File: config.mk
export PLATFORM = sky130hd
export DESIGN_NAME = minialu_seq_top
export DESIGN_NICKNAME = d
export VERILOG_FILES = /design/src/rtl/minialu_seq.sv
export SDC_FILE = /design/constraint.sdc
export NUM_CORES = 1
export LEC_CHECK = 0
export ABC_AREA = 1
export CORE_ASPECT_RATIO = 0.5
export CORE_MARGIN = 1
export CORE_UTILIZATION = 40
export CTS_CLUSTER_SIZE = 20
export DETAILED_ROUTE_END_ITERATION = 7
export GPL_TIMING_DRIVEN = 0
export PLACE_DENSITY = 0.71
export SLEW_MARGIN = 15
export SYNTH_ARGS = -nofsm -noshare
export SYNTH_HDL_FRONTEND = slang
export SYNTH_SLANG_ARGS = --single-unit
File: constraint.sdc
create_clock -name clk -period 3.1 [get_ports clk]
set_clock_uncertainty 0.1 [all_clocks]
set_input_delay 0.31 -clock clk [delete_from_list [all_inputs] [get_ports clk]]
set_output_delay 0.31 -clock clk [all_outputs]
set_load 0.005 [all_outputs]
File: src/rtl/minialu_seq.sv
// minialu_seq_top: sequential switch-driven mini ALU for the lab board.
// The operator enters A, then B with op/sign, using the switches and the enter key.
// Add/sub take one EXEC cycle. Multiply (shift-add) and divide (restoring) take
// OP_WIDTH EXEC cycles. The result is shown in hex on seven-segment digits.
// Ports:
//   clk, rst          - board clock; asynchronous active-high reset
//   switches          - [SW-1:3] operand, [2:1] op (add/sub/mul/div), [0] signed mode
//   enter             - debounced, synchronised key level
//   leds              - {busy, div0 error, negative, state[1:0], 5'b0}
//   displayBits       - active-low segments {dp,g,f,e,d,c,b,a}; digit 0 is rightmost
module minialu_seq_top #(
  parameter int SW_WIDTH   = 10,
  parameter int NUM_DIGITS = 6
) (
  input  logic                clk,
  input  logic                rst,
  input  logic [SW_WIDTH-1:0] switches,
  input  logic                enter,
  output logic [9:0]          leds,
  output logic [7:0]          displayBits [0:NUM_DIGITS-1]
);

  localparam int OP_WIDTH  = SW_WIDTH - 3;
  localparam int RES_WIDTH = 2 * OP_WIDTH;
  localparam int CNT_W     = $clog2(OP_WIDTH);
  localparam int HEXD      = NUM_DIGITS - 1;      // digits carrying the result
  localparam int HEX_BITS  = 4 * HEXD;
  localparam int OPD       = (OP_WIDTH + 3) / 4;  // digits carrying a live operand
  localparam int OPV_BITS  = 4 * OPD;

  localparam logic [7:0] SEG_BLANK = 8'hFF;
  localparam logic [7:0] SEG_DASH  = 8'hBF;

  typedef enum logic [1:0] {
    GET_A = 2'b00,
    GET_B = 2'b01,
    EXEC  = 2'b10,
    DONE  = 2'b11
  } state_t;

  state_t                 state_q, state_d;
  logic                   enter_q, enter_d;
  logic [OP_WIDTH-1:0]    a_q, a_d;
  logic [OP_WIDTH-1:0]    b_q, b_d;
  logic [1:0]             op_q, op_d;
  logic                   sign_q, sign_d;
  logic [RES_WIDTH-1:0]   res_q, res_d;
  logic                   err_q, err_d;
  logic [CNT_W-1:0]       cnt_q, cnt_d;
  logic [RES_WIDTH-1:0]   acc_q, acc_d;   // multiply accumulator
  logic [OP_WIDTH-1:0]    rem_q, rem_d;   // divide partial remainder
  logic [OP_WIDTH-1:0]    quo_q, quo_d;   // dividend shifts out as quotient shifts in

  function automatic logic [OP_WIDTH-1:0] mag_of(input logic [OP_WIDTH-1:0] v,
                                                 input logic s);
    return (s && v[OP_WIDTH-1]) ? (OP_WIDTH'(0) - v) : v;
  endfunction

  function automatic logic [7:0] seg_hex(input logic [3:0] n);
    case (n)
      4'h0: return 8'hC0;  4'h1: return 8'hF9;  4'h2: return 8'hA4;  4'h3: return 8'hB0;
      4'h4: return 8'h99;  4'h5: return 8'h92;  4'h6: return 8'h82;  4'h7: return 8'hF8;
      4'h8: return 8'h80;  4'h9: return 8'h90;  4'hA: return 8'h88;  4'hB: return 8'h83;
      4'hC: return 8'hC6;  4'hD: return 8'hA1;  4'hE: return 8'h86;  default: return 8'h8E;
    endcase
  endfunction

  logic [OP_WIDTH-1:0]  operand;
  logic                 press;
  logic [OP_WIDTH-1:0]  mag_a, mag_b;
  logic                 res_neg;
  logic [RES_WIDTH-1:0] ext_a, ext_b;
  logic                 last_iter;
  logic [RES_WIDTH-1:0] partial, acc_nx;
  logic [OP_WIDTH:0]    rem_shift;
  logic                 q_bit;
  logic [OP_WIDTH-1:0]  rem_nx, quo_nx;

  assign operand = switches[SW_WIDTH-1:3];
  assign press   = enter & ~enter_q;

  // Datapath helpers driven only by registered operands
  always_comb begin
    mag_a     = mag_of(a_q, sign_q);
    mag_b     = mag_of(b_q, sign_q);
    res_neg   = sign_q & (a_q[OP_WIDTH-1] ^ b_q[OP_WIDTH-1]);
    ext_a     = sign_q ? {{OP_WIDTH{a_q[OP_WIDTH-1]}}, a_q} : {{OP_WIDTH{1'b0}}, a_q};
    ext_b     = sign_q ? {{OP_WIDTH{b_q[OP_WIDTH-1]}}, b_q} : {{OP_WIDTH{1'b0}}, b_q};
    last_iter = (cnt_q == CNT_W'(OP_WIDTH - 1));

    // Shift-add: bit cnt of |B| selects |A| << cnt
    partial   = RES_WIDTH'(mag_a) << cnt_q;
    acc_nx    = mag_b[cnt_q] ? (acc_q + partial) : acc_q;

    // Restoring divide: bring down the next dividend bit, subtract if it fits
    rem_shift = {rem_q, quo_q[OP_WIDTH-1]};
    q_bit     = (rem_shift >= {1'b0, mag_b});
    rem_nx    = q_bit ? OP_WIDTH'(rem_shift - {1'b0, mag_b}) : OP_WIDTH'(rem_shift);
    quo_nx    = {quo_q[OP_WIDTH-2:0], q_bit};
  end

  // Next-state logic
  always_comb begin
    state_d = state_q;
    enter_d = enter;
    a_d     = a_q;
    b_d     = b_q;
    op_d    = op_q;
    sign_d  = sign_q;
    res_d   = res_q;
    err_d   = err_q;
    cnt_d   = cnt_q;
    acc_d   = acc_q;
    rem_d   = rem_q;
    quo_d   = quo_q;

    case (state_q)
      GET_A: begin
        if (press) begin
          a_d     = operand;
          state_d = GET_B;
        end
      end
      GET_B: begin
        if (press) begin
          b_d     = operand;
          op_d    = switches[2:1];
          sign_d  = switches[0];
          acc_d   = '0;
          rem_d   = '0;
          // Sign mode is latched on this same edge, so use the live bit
          quo_d   = mag_of(a_q, switches[0]);
          cnt_d   = '0;
          err_d   = 1'b0;
          state_d = EXEC;
        end
      end
      EXEC: begin
        case (op_q)
          2'b00: begin
            res_d   = ext_a + ext_b;
            state_d = DONE;
          end
          2'b01: begin
            res_d   = ext_a - ext_b;
            state_d = DONE;
          end
          2'b10: begin
            acc_d = acc_nx;
            cnt_d = cnt_q + CNT_W'(1);
            if (last_iter) begin
              res_d   = res_neg ? (RES_WIDTH'(0) - acc_nx) : acc_nx;
              state_d = DONE;
            end
          end
          default: begin
            if (b_q == '0) begin
              res_d   = '0;
              err_d   = 1'b1;
              state_d = DONE;
            end else begin
              rem_d = rem_nx;
              quo_d = quo_nx;
              cnt_d = cnt_q + CNT_W'(1);
              if (last_iter) begin
                res_d   = res_neg ? (RES_WIDTH'(0) - RES_WIDTH'(quo_nx)) : RES_WIDTH'(quo_nx);
                state_d = DONE;
              end
            end
          end
        endcase
      end
      default: begin  // DONE
        if (press) begin
          a_d     = operand;
          err_d   = 1'b0;
          state_d = GET_B;
        end
      end
    endcase
  end

  always_ff @(posedge clk or posedge rst) begin
    if (rst) begin
      state_q <= GET_A;
      enter_q <= 1'b0;
      a_q     <= '0;
      b_q     <= '0;
      op_q    <= '0;
      sign_q  <= 1'b0;
      res_q   <= '0;
      err_q   <= 1'b0;
      cnt_q   <= '0;
      acc_q   <= '0;
      rem_q   <= '0;
      quo_q   <= '0;
    end else begin
      state_q <= state_d;
      enter_q <= enter_d;
      a_q     <= a_d;
      b_q     <= b_d;
      op_q    <= op_d;
      sign_q  <= sign_d;
      res_q   <= res_d;
      err_q   <= err_d;
      cnt_q   <= cnt_d;
      acc_q   <= acc_d;
      rem_q   <= rem_d;
      quo_q   <= quo_d;
    end
  end

  // Output decode of registered state
  logic                 neg;
  logic [RES_WIDTH-1:0] disp_mag;
  logic [HEX_BITS-1:0]  mag_ext;
  logic [OPV_BITS-1:0]  op_view;

  always_comb begin
    neg      = (state_q == DONE) & sign_q & res_q[RES_WIDTH-1];
    disp_mag = neg ? (RES_WIDTH'(0) - res_q) : res_q;
    mag_ext  = HEX_BITS'(disp_mag);
    op_view  = OPV_BITS'(operand);

    leds      = '0;
    leds[9]   = (state_q == EXEC);
    leds[8]   = err_q;
    leds[7]   = neg;
    leds[6:5] = state_q;

    for (int i = 0; i < NUM_DIGITS; i++) displayBits[i] = SEG_BLANK;

    case (state_q)
      GET_A, GET_B: begin
        for (int i = 0; i < OPD; i++) displayBits[i] = seg_hex(op_view[4*i +: 4]);
      end
      DONE: begin
        if (err_q) begin
          for (int i = 0; i < NUM_DIGITS; i++) displayBits[i] = SEG_DASH;
        end else begin
          for (int i = 0; i < HEXD; i++) displayBits[i] = seg_hex(mag_ext[4*i +: 4]);
          displayBits[NUM_DIGITS-1] = neg ? SEG_DASH : SEG_BLANK;
        end
      end
      default: ;  // EXEC stays blank
    endcase
  end

endmodule

==> results by group <==
Logic synthesis
  – Synth Register Bits: 66
  – Gate count after technology mapping: 1199
  – Top-count cell post-synth: nand2_1
  – Number of flops mapped to enable cells by yosys: 0
  – Netlist cell types: 55
  – Commonest cells post-synth: 279 x nand2_1, 135 x inv_1, 120 x o21ai_0
  – Main synth FF type: dfrtp_1
  – Synth area leaders: dfrtp_1 21%, nand2_1 13%, ha_1 11%
  – Post-synth ARST share: 1.00
  – Avg Cell Area, Syn: around 6.5 sq um
  – Synth Warn #: 0
  – Seq/Total Area, Yosys: 0.213
  – Cell area after synthesis: 7770 sq um
  – Share of the synthesized area in the top cell type: 0.213
  – Biggest area consumer among synthesized cells: dfrtp_1

Placed design
  – Hpwl dp: between 15000 and 20000 microns
  – DP Worst Slack: -1.01 ns
  – Gpl congestion: 0.970
  – Port Buffers: 52

Global route
  – Antenna violations before repair: 0
  – Met2 usage: 0.408
  – Largest net degree at the start of global routing: 35
  – Gr busiest metal: met2
  – GRT Util Overall: 0.244
  – Met1 Use GR: 0.323
  – Met3 Track Usage GR: 0.0408
  – Grt total ovfl: 0
  – First-pass GRT wire length: between 30000 and 40000 microns
  – Vias in the first global route: ~7800

Worst setup path
  – Critical path arrival: approximately 3.8 ns
  – CP Capture Type: register
  – Setup CP Type: reg -> reg
  – Reg2reg start: a_q[2]
  – Path depth of the worst reg2reg path: 24
  – RR Endpoint: res_q[13]
  – CP Max Fanout: 4
  – Worst EP required: between 3 and 4 ns
  – Worst R2R Setup Slack: -0.60 ns
  – Startpoint types: register

Detailed routing
  – Via/cell ratio: 5.50
  – Residual DRC: 0
  – Final WL: roughly 26000 microns
  – DRT iter0 DRCs: 670
  – Drt pass-1 iters: 5
  – Post-route ant nets: 0
  – DR vias: about 9000
  – DR WL/cell: between 15 and 20 microns

STA
  – Rel. slew slack: 0.410
  – Final Slew Violations: 0
  – Final setup vio count: 20
  – Slew of the pin with the lowest slew margin: 0.880 ns
  – Fin. Hold Viols: 0
  – Fin crit share: 1.19
  – RSZ-0062 raised after global routing: true
  – Final Critical Period: 3.70 ns
  – Final setup margin: -0.603 ns
  – Fmax: around 270 MHz

Die
  – Horiz. Die Dim: around 200 microns
  – FP Rows: 35
  – Die Y: between 100 and 150 microns
  – # IOs: roughly 70
  – Starting density of the core: 0.415
  – Die ar.: roughly 20000 sq um
  – Placeable Area: roughly 19000 sq um

Clock network
  – Root Buffer: clkbuf_16
  – H-tree Lvls: 3
  – Clk pin slew, worst setup/hold paths: roughly 0.060 ns
  – Sink Count: 66
  – Inserted Clock Buffers: 9
  – CTS tree: built
  – Longest Clk Path Bufs: 2
  – Hold buffer count at CTS: 0
  – Worst skew pair latency: 0.35 ns

Flow run
  – Max_cap viols: 0

Cells and area
  – Inserted Diodes: 0
  – Proportion of layout cells with a drive suffix above 1: 0.304
  – Final Util: 0.582
  – Layout area overhead: 40.1%
  – Fin nets: around 1400

Run status
  – Outcome: finished with violations
  – Failing checks: setup timing

Min path
  – Hold crit path type: in -> async
cells in the final DEF (no fill, tap or decap), types with 8 or more instances in the layout:
master	n
nand2_1	251
inv_1	109
buf_4	101
nand3_1	81
nor2_1	80
o21ai_0	74
dfrtp_1	56
a21oi_1	47
ha_1	46
o21ai_2	33
nand2_2	29
clkdlybuf4s50_1	29
nor2_2	24
ha_4	23
nand3_2	19
o211ai_1	19
inv_2	18
a21oi_2	18
conb_1	17
o21ai_1	16
clkbuf_1	15
xor2_1	15
nand2_4	13
o22ai_1	13
clkbuf_2	11
buf_6	10
dfrtp_2	10
inv_4	9
nand4_1	9
nor2_4	9
clkbuf_16	9
a31oi_1	8
state kept, by name, summed over array words and instances, names as in the netlist, 2 cells and up:
name,flops
acc_q,14
b_q,7
rem_q,7
quo_q,7
state_q,2
cnt_q,3
a_q,7
res_q,14
op_q,2
metal layers:
metal  up-vias  wire length [microns]
met5         -                      0
met4         0                    639
met3        65                   2040
met2       374                  12200
met1      4178                  11400
li1       4283                      -
through the flow:
stage                     area (sq um)  TNS [ns]  instances  hold slack [ns]
after floorplan                   7880    -0.282       1214            0.241
after global placement            8720    -33.11       1525            0.419
after detailed placement          8740    -27.81       1526            0.419
after CTS                        10000     -5.01       1597            0.245
after global routing             10900    -10.33       1619            0.285
final                            10900     -5.75       1619            0.234
how the worst max path moves through the flow:
stage | from | to | slack, ns
final | a_q[2] | res_q[13] | -0.60
after global routing | a_q[2] | res_q[11] | -0.74
after CTS | a_q[1] | res_q[10] | -0.51
after detailed placement | sign_q | res_q[9] | -1.01
after global placement | sign_q | res_q[13] | -0.97
after floorplan | a_q[0] | res_q[11] | -0.07
cells by family after synthesis:
family	count (synthesis)	share of synthesized area
buf+inv	198	0.115
xor+xnor	35	0.0404
flops	66	0.213
mux	2	0.00258
other cells	2	0.000967
compound gates	272	0.201
simple gates	550	0.305
fa+ha+maj	74	0.122
timing repair:
item	4_1_cts	5_1_grt
setup buffers	57	23
pin swaps	63	80
gates resized for setup	189	192
endpoints found under the hold margin	0	0
endpoints found under the setup margin	60	53
critical path, stage by stage, from the launching register on:
cell and delay, ns:
dfrtp_2 0.46, nor2_2 0.14, nand2_2 0.09, buf_6 0.13, xor2_4 0.15, o21ai_4 0.18, mux2i_1 0.11, nand2_1 0.08
o21ai_2 0.08, o21ai_2 0.22, ha_4 0.27, a21oi_4 0.18, o21ai_2 0.09, a21oi_2 0.16, xor2_1 0.19, nand3_1 0.12
nand2_2 0.18, nor2_4 0.05, buf_4 0.13, nand2_1 0.05, nand2_1 0.07, nand3_1 0.11, nand2_1 0.07, nand3_2 0.10
a21oi_2 0.06
final cells by class:
type,instances,area (sq um)
Buffer,56,367
Multi-Input combinational cell,950,6540
Tap cell,259,324
Inverter,140,558
Timing Repair Buffer,132,1110
Fill cell,1572,7820
Sequential cell,66,1660
Clock buffer,9,225
Clock inverter,7,100
Power is left out: the tool's default activity adds up to more than one toggle a clock period on the data nets, which glitch-free logic cannot reach.
